[src/rtl/seg_pkg.sv]
// Shared defaults and active-low gfedcba segment codes
// for the multiplexed hex display scanner.
package seg_pkg;

  localparam int NDIGITS_DEF  = 8;
  localparam int CLK_DIV_DEF  = 100000;
  localparam int DEBOUNCE_DEF = 1000000;
  localparam int LZ_BLANK_DEF = 1;

  localparam logic [6:0] SEG_0 = 7'b1000000;
  localparam logic [6:0] SEG_1 = 7'b1111001;
  localparam logic [6:0] SEG_2 = 7'b0100100;
  localparam logic [6:0] SEG_3 = 7'b0110000;
  localparam logic [6:0] SEG_4 = 7'b0011001;
  localparam logic [6:0] SEG_5 = 7'b0010010;
  localparam logic [6:0] SEG_6 = 7'b0000010;
  localparam logic [6:0] SEG_7 = 7'b1111000;
  localparam logic [6:0] SEG_8 = 7'b0000000;
  localparam logic [6:0] SEG_9 = 7'b0010000;
  localparam logic [6:0] SEG_A = 7'b0001000;
  localparam logic [6:0] SEG_B = 7'b0000011;
  localparam logic [6:0] SEG_C = 7'b1000110;
  localparam logic [6:0] SEG_D = 7'b0100001;
  localparam logic [6:0] SEG_E = 7'b0000110;
  localparam logic [6:0] SEG_F = 7'b0001110;

  localparam logic [7:0] SEG_OFF = 8'hFF;

endpackage

[src/rtl/hex7seg.sv]
// Combinational hex nibble to active-low
// seven-segment (gfedcba) decoder.
module hex7seg
  import seg_pkg::*;
(
  input  logic [3:0] hex_i,
  output logic [6:0] seg_o
);

  always_comb begin
    seg_o = SEG_0;
    unique case (hex_i)
      4'h0: seg_o = SEG_0;
      4'h1: seg_o = SEG_1;
      4'h2: seg_o = SEG_2;
      4'h3: seg_o = SEG_3;
      4'h4: seg_o = SEG_4;
      4'h5: seg_o = SEG_5;
      4'h6: seg_o = SEG_6;
      4'h7: seg_o = SEG_7;
      4'h8: seg_o = SEG_8;
      4'h9: seg_o = SEG_9;
      4'hA: seg_o = SEG_A;
      4'hB: seg_o = SEG_B;
      4'hC: seg_o = SEG_C;
      4'hD: seg_o = SEG_D;
      4'hE: seg_o = SEG_E;
      4'hF: seg_o = SEG_F;
    endcase
  end

endmodule

[src/rtl/seg_scan_ctrl.sv]
// Multiplexed hex display scanner with debounced
// freeze button and leading-zero blanking.
module seg_scan_ctrl
  import seg_pkg::*;
#(
  parameter int NDIGITS  = NDIGITS_DEF,
  parameter int CLK_DIV  = CLK_DIV_DEF,
  parameter int DEBOUNCE = DEBOUNCE_DEF,
  parameter int LZ_BLANK = LZ_BLANK_DEF
) (
  input  logic                 clk,
  input  logic                 reset,
  input  logic [4*NDIGITS-1:0] word,
  input  logic                 btn,
  output logic [7:0]           SEG,
  output logic [NDIGITS-1:0]   AN,
  output logic                 frozen
);

  localparam int CW = $clog2(CLK_DIV);
  localparam int IW = (NDIGITS > 1) ? $clog2(NDIGITS) : 1;
  localparam int DW = $clog2(DEBOUNCE + 1);

  logic [CW-1:0]        cnt_q, cnt_d;
  logic [IW-1:0]        idx_q, idx_d;
  logic [1:0]           sync_q;
  logic                 deb_q, deb_d;
  logic [DW-1:0]        dcnt_q, dcnt_d;
  logic                 frozen_q, frozen_d;
  logic [4*NDIGITS-1:0] snap_q, snap_d;
  logic [NDIGITS-1:0]   an_q, an_d;
  logic [7:0]           seg_q, seg_d;

  logic                 cnt_wrap;
  logic                 press;
  logic [NDIGITS-1:0]   lz;
  logic                 zero_acc;
  logic                 blank;
  logic [3:0]           nib;
  logic [6:0]           seg7;

  hex7seg u_hex7seg (
    .hex_i (nib),
    .seg_o (seg7)
  );

  always_comb begin
    cnt_wrap = (cnt_q == CW'(CLK_DIV - 1));
    cnt_d    = cnt_wrap ? '0 : cnt_q + 1'b1;
    idx_d    = idx_q;
    if (cnt_wrap) begin
      idx_d = (idx_q == IW'(NDIGITS - 1)) ? '0
                                           : idx_q + 1'b1;
    end
  end

  // Bounce on the synchronised level restarts the count.
  always_comb begin
    deb_d  = deb_q;
    dcnt_d = '0;
    if (sync_q[1] != deb_q) begin
      if (dcnt_q == DW'(DEBOUNCE - 1)) begin
        deb_d = sync_q[1];
      end else begin
        dcnt_d = dcnt_q + 1'b1;
      end
    end
    press    = deb_d & ~deb_q;
    frozen_d = frozen_q ^ press;
    snap_d   = frozen_q ? snap_q : word;
  end

  // Decode from the value being loaded this cycle so a
  // freeze and the word it captures always agree.
  always_comb begin
    zero_acc = 1'b1;
    lz       = '0;
    nib      = '0;
    blank    = 1'b0;
    an_d     = '1;
    for (int k = NDIGITS - 1; k >= 0; k--) begin
      zero_acc = zero_acc & (snap_d[4*k +: 4] == 4'h0);
      lz[k]    = zero_acc;
    end
    for (int k = 0; k < NDIGITS; k++) begin
      if (idx_q == IW'(k)) begin
        nib   = snap_d[4*k +: 4];
        blank = (LZ_BLANK != 0) && (k != 0) && lz[k];
      end
    end
    for (int k = 0; k < NDIGITS; k++) begin
      an_d[k] = ~((idx_q == IW'(k)) & ~blank);
    end
    seg_d = blank ? SEG_OFF : {1'b1, seg7};
  end

  always_ff @(posedge clk or negedge reset) begin
    if (!reset) begin
      cnt_q    <= '0;
      idx_q    <= '0;
      sync_q   <= '0;
      deb_q    <= 1'b0;
      dcnt_q   <= '0;
      frozen_q <= 1'b0;
      snap_q   <= '0;
      an_q     <= '1;
      seg_q    <= SEG_OFF;
    end else begin
      cnt_q    <= cnt_d;
      idx_q    <= idx_d;
      sync_q   <= {sync_q[0], btn};
      deb_q    <= deb_d;
      dcnt_q   <= dcnt_d;
      frozen_q <= frozen_d;
      snap_q   <= snap_d;
      an_q     <= an_d;
      seg_q    <= seg_d;
    end
  end

  assign AN     = an_q;
  assign SEG    = seg_q;
  assign frozen = frozen_q;

endmodule

[config.mk]
export PLATFORM = sky130hd
export DESIGN_NAME = seg_scan_ctrl
export DESIGN_NICKNAME = d
export VERILOG_FILES = /design/src/rtl/seg_pkg.sv /design/src/rtl/hex7seg.sv /design/src/rtl/seg_scan_ctrl.sv
export SDC_FILE = /design/constraint.sdc
export NUM_CORES = 1
export LEC_CHECK = 0
export CELL_PAD_IN_SITES_DETAIL_PLACEMENT = 1
export CELL_PAD_IN_SITES_GLOBAL_PLACEMENT = 1
export CORE_MARGIN = 3
export CORE_UTILIZATION = 44
export DETAILED_ROUTE_END_ITERATION = 10
export PLACE_DENSITY_LB_ADDON = 0.08
export REMOVE_ABC_BUFFERS = 1
export SLEW_MARGIN = 40
export SYNTH_ARGS = -nofsm -noshare
export SYNTH_HDL_FRONTEND = slang
export SYNTH_SLANG_ARGS = --single-unit
[constraint.sdc]
create_clock -name clk -period 4.2 [get_ports clk]
set_clock_uncertainty 0.2 [all_clocks]
set_input_delay 0.42 -clock clk [delete_from_list [all_inputs] [get_ports clk]]
set_output_delay 0.42 -clock clk [all_outputs]
set_load 0.05 [all_outputs]
==> flow_metrics.tcl <==
set metrics [dict create \
    status "finished, final reports clean" \
    wl_per_cell_um 16.75 \
    finalWeightedCongestion 0.7935 \
    cts_root_buf "clkbuf_8" \
    final_util_pct 53.59 \
    drc 0 \
    start_util_pct 45.55 \
    async_flop_share_pct 100.0 \
    worst_slack_ps 876.4 \
    synth_area_um2 4493 \
    wirelength_um 10100 \
    n_antenna_cell 0 \
    cts_tree "built" \
    ys_top_cells_by_count "dfrtp_1 (76), nor2_1 (44), nand2_1 (30)" \
    total_leakage_power_nw 2.240 \
    synth_edf_count 0 \
    clock_path_buffers 2 \
    synth-seq-cells 91 \
    power_frac_clock_pct 36.0 \
    syn_area_per_cell_um2 10.80 \
    slew_headroom_pct 57.32 \
    numCtsBuffers 9 \
    slew_viol_final 0 \
    combPwrFrac_pct 9.2 \
    critPathArrivalTime_ps 3360 \
    p_sw_uw 411.9 \
    critPathCaptureType "register" \
    hold_path.class "reg -> reg" \
    grt.overflow.total 0 \
    core.rowCount 36 \
    die_x_um 107.1 \
    vias 3213 \
    io_pins 52 \
    htree_num_levels 3 \
    worstPathMaxFanout 14 \
    worst_pin_slew_ps 640.2 \
    required_ps 4240 \
    p_sw_share_pct 24.59 \
    grt_max_degree 70 \
    power_density_nw_per_um2 316.9 \
    cts-resized-gates 0 \
    die_h_um 107.1 \
    grt_pass1_wl_um 17080 \
    drv_cap 0 \
    hpwl_um 7238 \
    synth_top_area_share_pct 42.33 \
    setup_violations 0 \
    area_delta_synth_final_pct 17.66 \
    drive_gt1_share_pct 14.04 \
    synthCells 416 \
    cts_setup_buffers 0 \
    ys_warn_count 0 \
    ir_worst_vdd_mv 0.1379 \
    dieArea_um2 11460 \
    synth.most_common_cell "dfrtp_1" \
    grt_pass1_vias 3432 \
    vias_per_cell 5.328 \
    startpoint_type "register" \
    antenna_found_initial 0 \
    dr.pass1.iters 4 \
    coreArea_um2 9864 \
    path_clk_slew_ps 90 \
    io_buffers 50 \
    final_cell_area_um2 5286 \
    min_period_ps 3324 \
    hold_viol_final 0 \
    finalCritPeriodShare_pct 79.13 \
    synthTopCellsByArea "dfrtp_1 (42%), dfstp_2 (8.8%), mux2_2 (4.8%)" \
    drtIter0Drc 118 \
    clock.fmax_mhz 300.9 \
    rsz0062_at_grt "no" \
    fin_nets 513 \
    tns_ps 0 \
    clock_latency_ps 370 \
    synth.distinct_cells 61 \
    ys_seq_area_share_pct 51.10 \
    intPower_mw 1.263 \
    final_antenna_net_count 0 \
    track_usage_pct 18.79 \
    yosys.area.top_type "dfrtp_1" \
    power_frac_seq_pct 54.7 \
    place_area_um2 5077 \
    pre_cts_ws_ps 857.6 \
    synthFlopType "dfrtp_1" \
    critPathKind "reg -> reg" \
    cts_sinks 91 \
]
==> layout by cell type, fill, tap and decap left out, types with 5 or more instances in the layout <==
cell             instances
a21oi_1                 11
a22oi_1                  6
and3_1                  10
and4_1                   5
clkbuf_8                10
clkdlybuf4s50_1         49
dfrtp_1                 75
dfstp_2                 15
ha_1                    13
inv_1                   21
mux2_2                  19
mux2i_1                 10
nand2_1                 30
nand3_1                 17
nor2_1                  44
nor2b_1                  5
nor3_1                   7
nor4_1                   7
o21ai_0                  8
o21ai_1                  5
xnor2_1                 14
xor2_1                  20
==> worst paths after layout <==
path                           start         end  slack [ps]  depth (start not counted)
min in group asynchronous      reset  snap_q[13]         400                          2
hold reg to reg            sync_q[0]   sync_q[1]         160                          0
hold / removal             sync_q[0]   sync_q[1]         160                          0
setup reg to reg            idx_q[2]      SEG[5]         880                         12
max in group asynchronous      reset      SEG[1]        2600                          3
setup / recovery            idx_q[2]      SEG[5]         880                         12
==> power by group through the flow <==
stage / logic, mW / registers (mW) / clock network (mW)
4_1_cts: 0.157 / 0.917 / 0.625
5_1_grt: 0.169 / 0.920 / 0.659
6_report: 0.155 / 0.917 / 0.604
3_3_place_gp: 0.152 / 0.932 / 0
2_1_floorplan: 0.0514 / 0.953 / 0
3_5_place_dp: 0.156 / 0.933 / 0
==> critical path, stage by stage (launching register included) <==
cell      delay, ps
dfrtp_1         590
inv_1           190
ha_1            340
nor3b_1         290
a221oi_1        120
o21ai_1         150
a21oi_1         120
a221o_2         370
inv_1           130
ha_1            200
a21boi_0        250
o21ai_0         120
o311ai_0        130
==> logic make-up after synthesis <==
logic type,Yosys count,synth area share [%]
compound gates,60,9.552
mux,33,8.215
other cells,1,0.08346
flops,91,51.10
fa+ha+maj,13,3.620
buf+inv,36,3.982
simple gates,148,16.82
xor+xnor,34,6.628
==> final cells by class <==
type                    count  area, µm²
flip-flops and latches     91       2300
repair buffers             53      526.8
inverters                  21      78.83
multi-input cells         289       2018
fillers                  1066       4578
well taps                 133      166.4
clock inverters             4      51.30
clock buffers              12      145.1
==> per-stage QoR <==
step / std cells / total power, mW / hold WS, ps
floorplan: 401 / 1.004 / -75.59
global placement: 586 / 1.084 / 149.5
detailed placement: 586 / 1.089 / 147.7
CTS: 603 / 1.700 / 168.6
global route: 603 / 1.748 / 176.4
finish: 603 / 1.675 / 164.9
==> state kept, by name, summed over array words and instances, names as in the netlist <==
| signal | cells |
|---|---|
| frozen | 1 |
| SEG | 7 |
| sync_q | 2 |
| deb_q | 1 |
| idx_q | 3 |
| cnt_q | 17 |
| snap_q | 32 |
| AN | 8 |
| dcnt_q | 20 |
==> layer usage <==
layer  vias up  global-route usage (%)  wire length (µm)
met5         -                       0                 0
met1      1590                   24.38              4624
met2        48                   30.97              4975
met4         0                   7.123               191
met3        16                   3.853               307
li1       1559                       -                 -
==> timing repair <==
item,4_1_cts,5_1_grt
hold buffers,1,0
hold endpoints to repair,66,0
endpoints found under the setup margin,0,0
(Power assumes the default switching activity.)
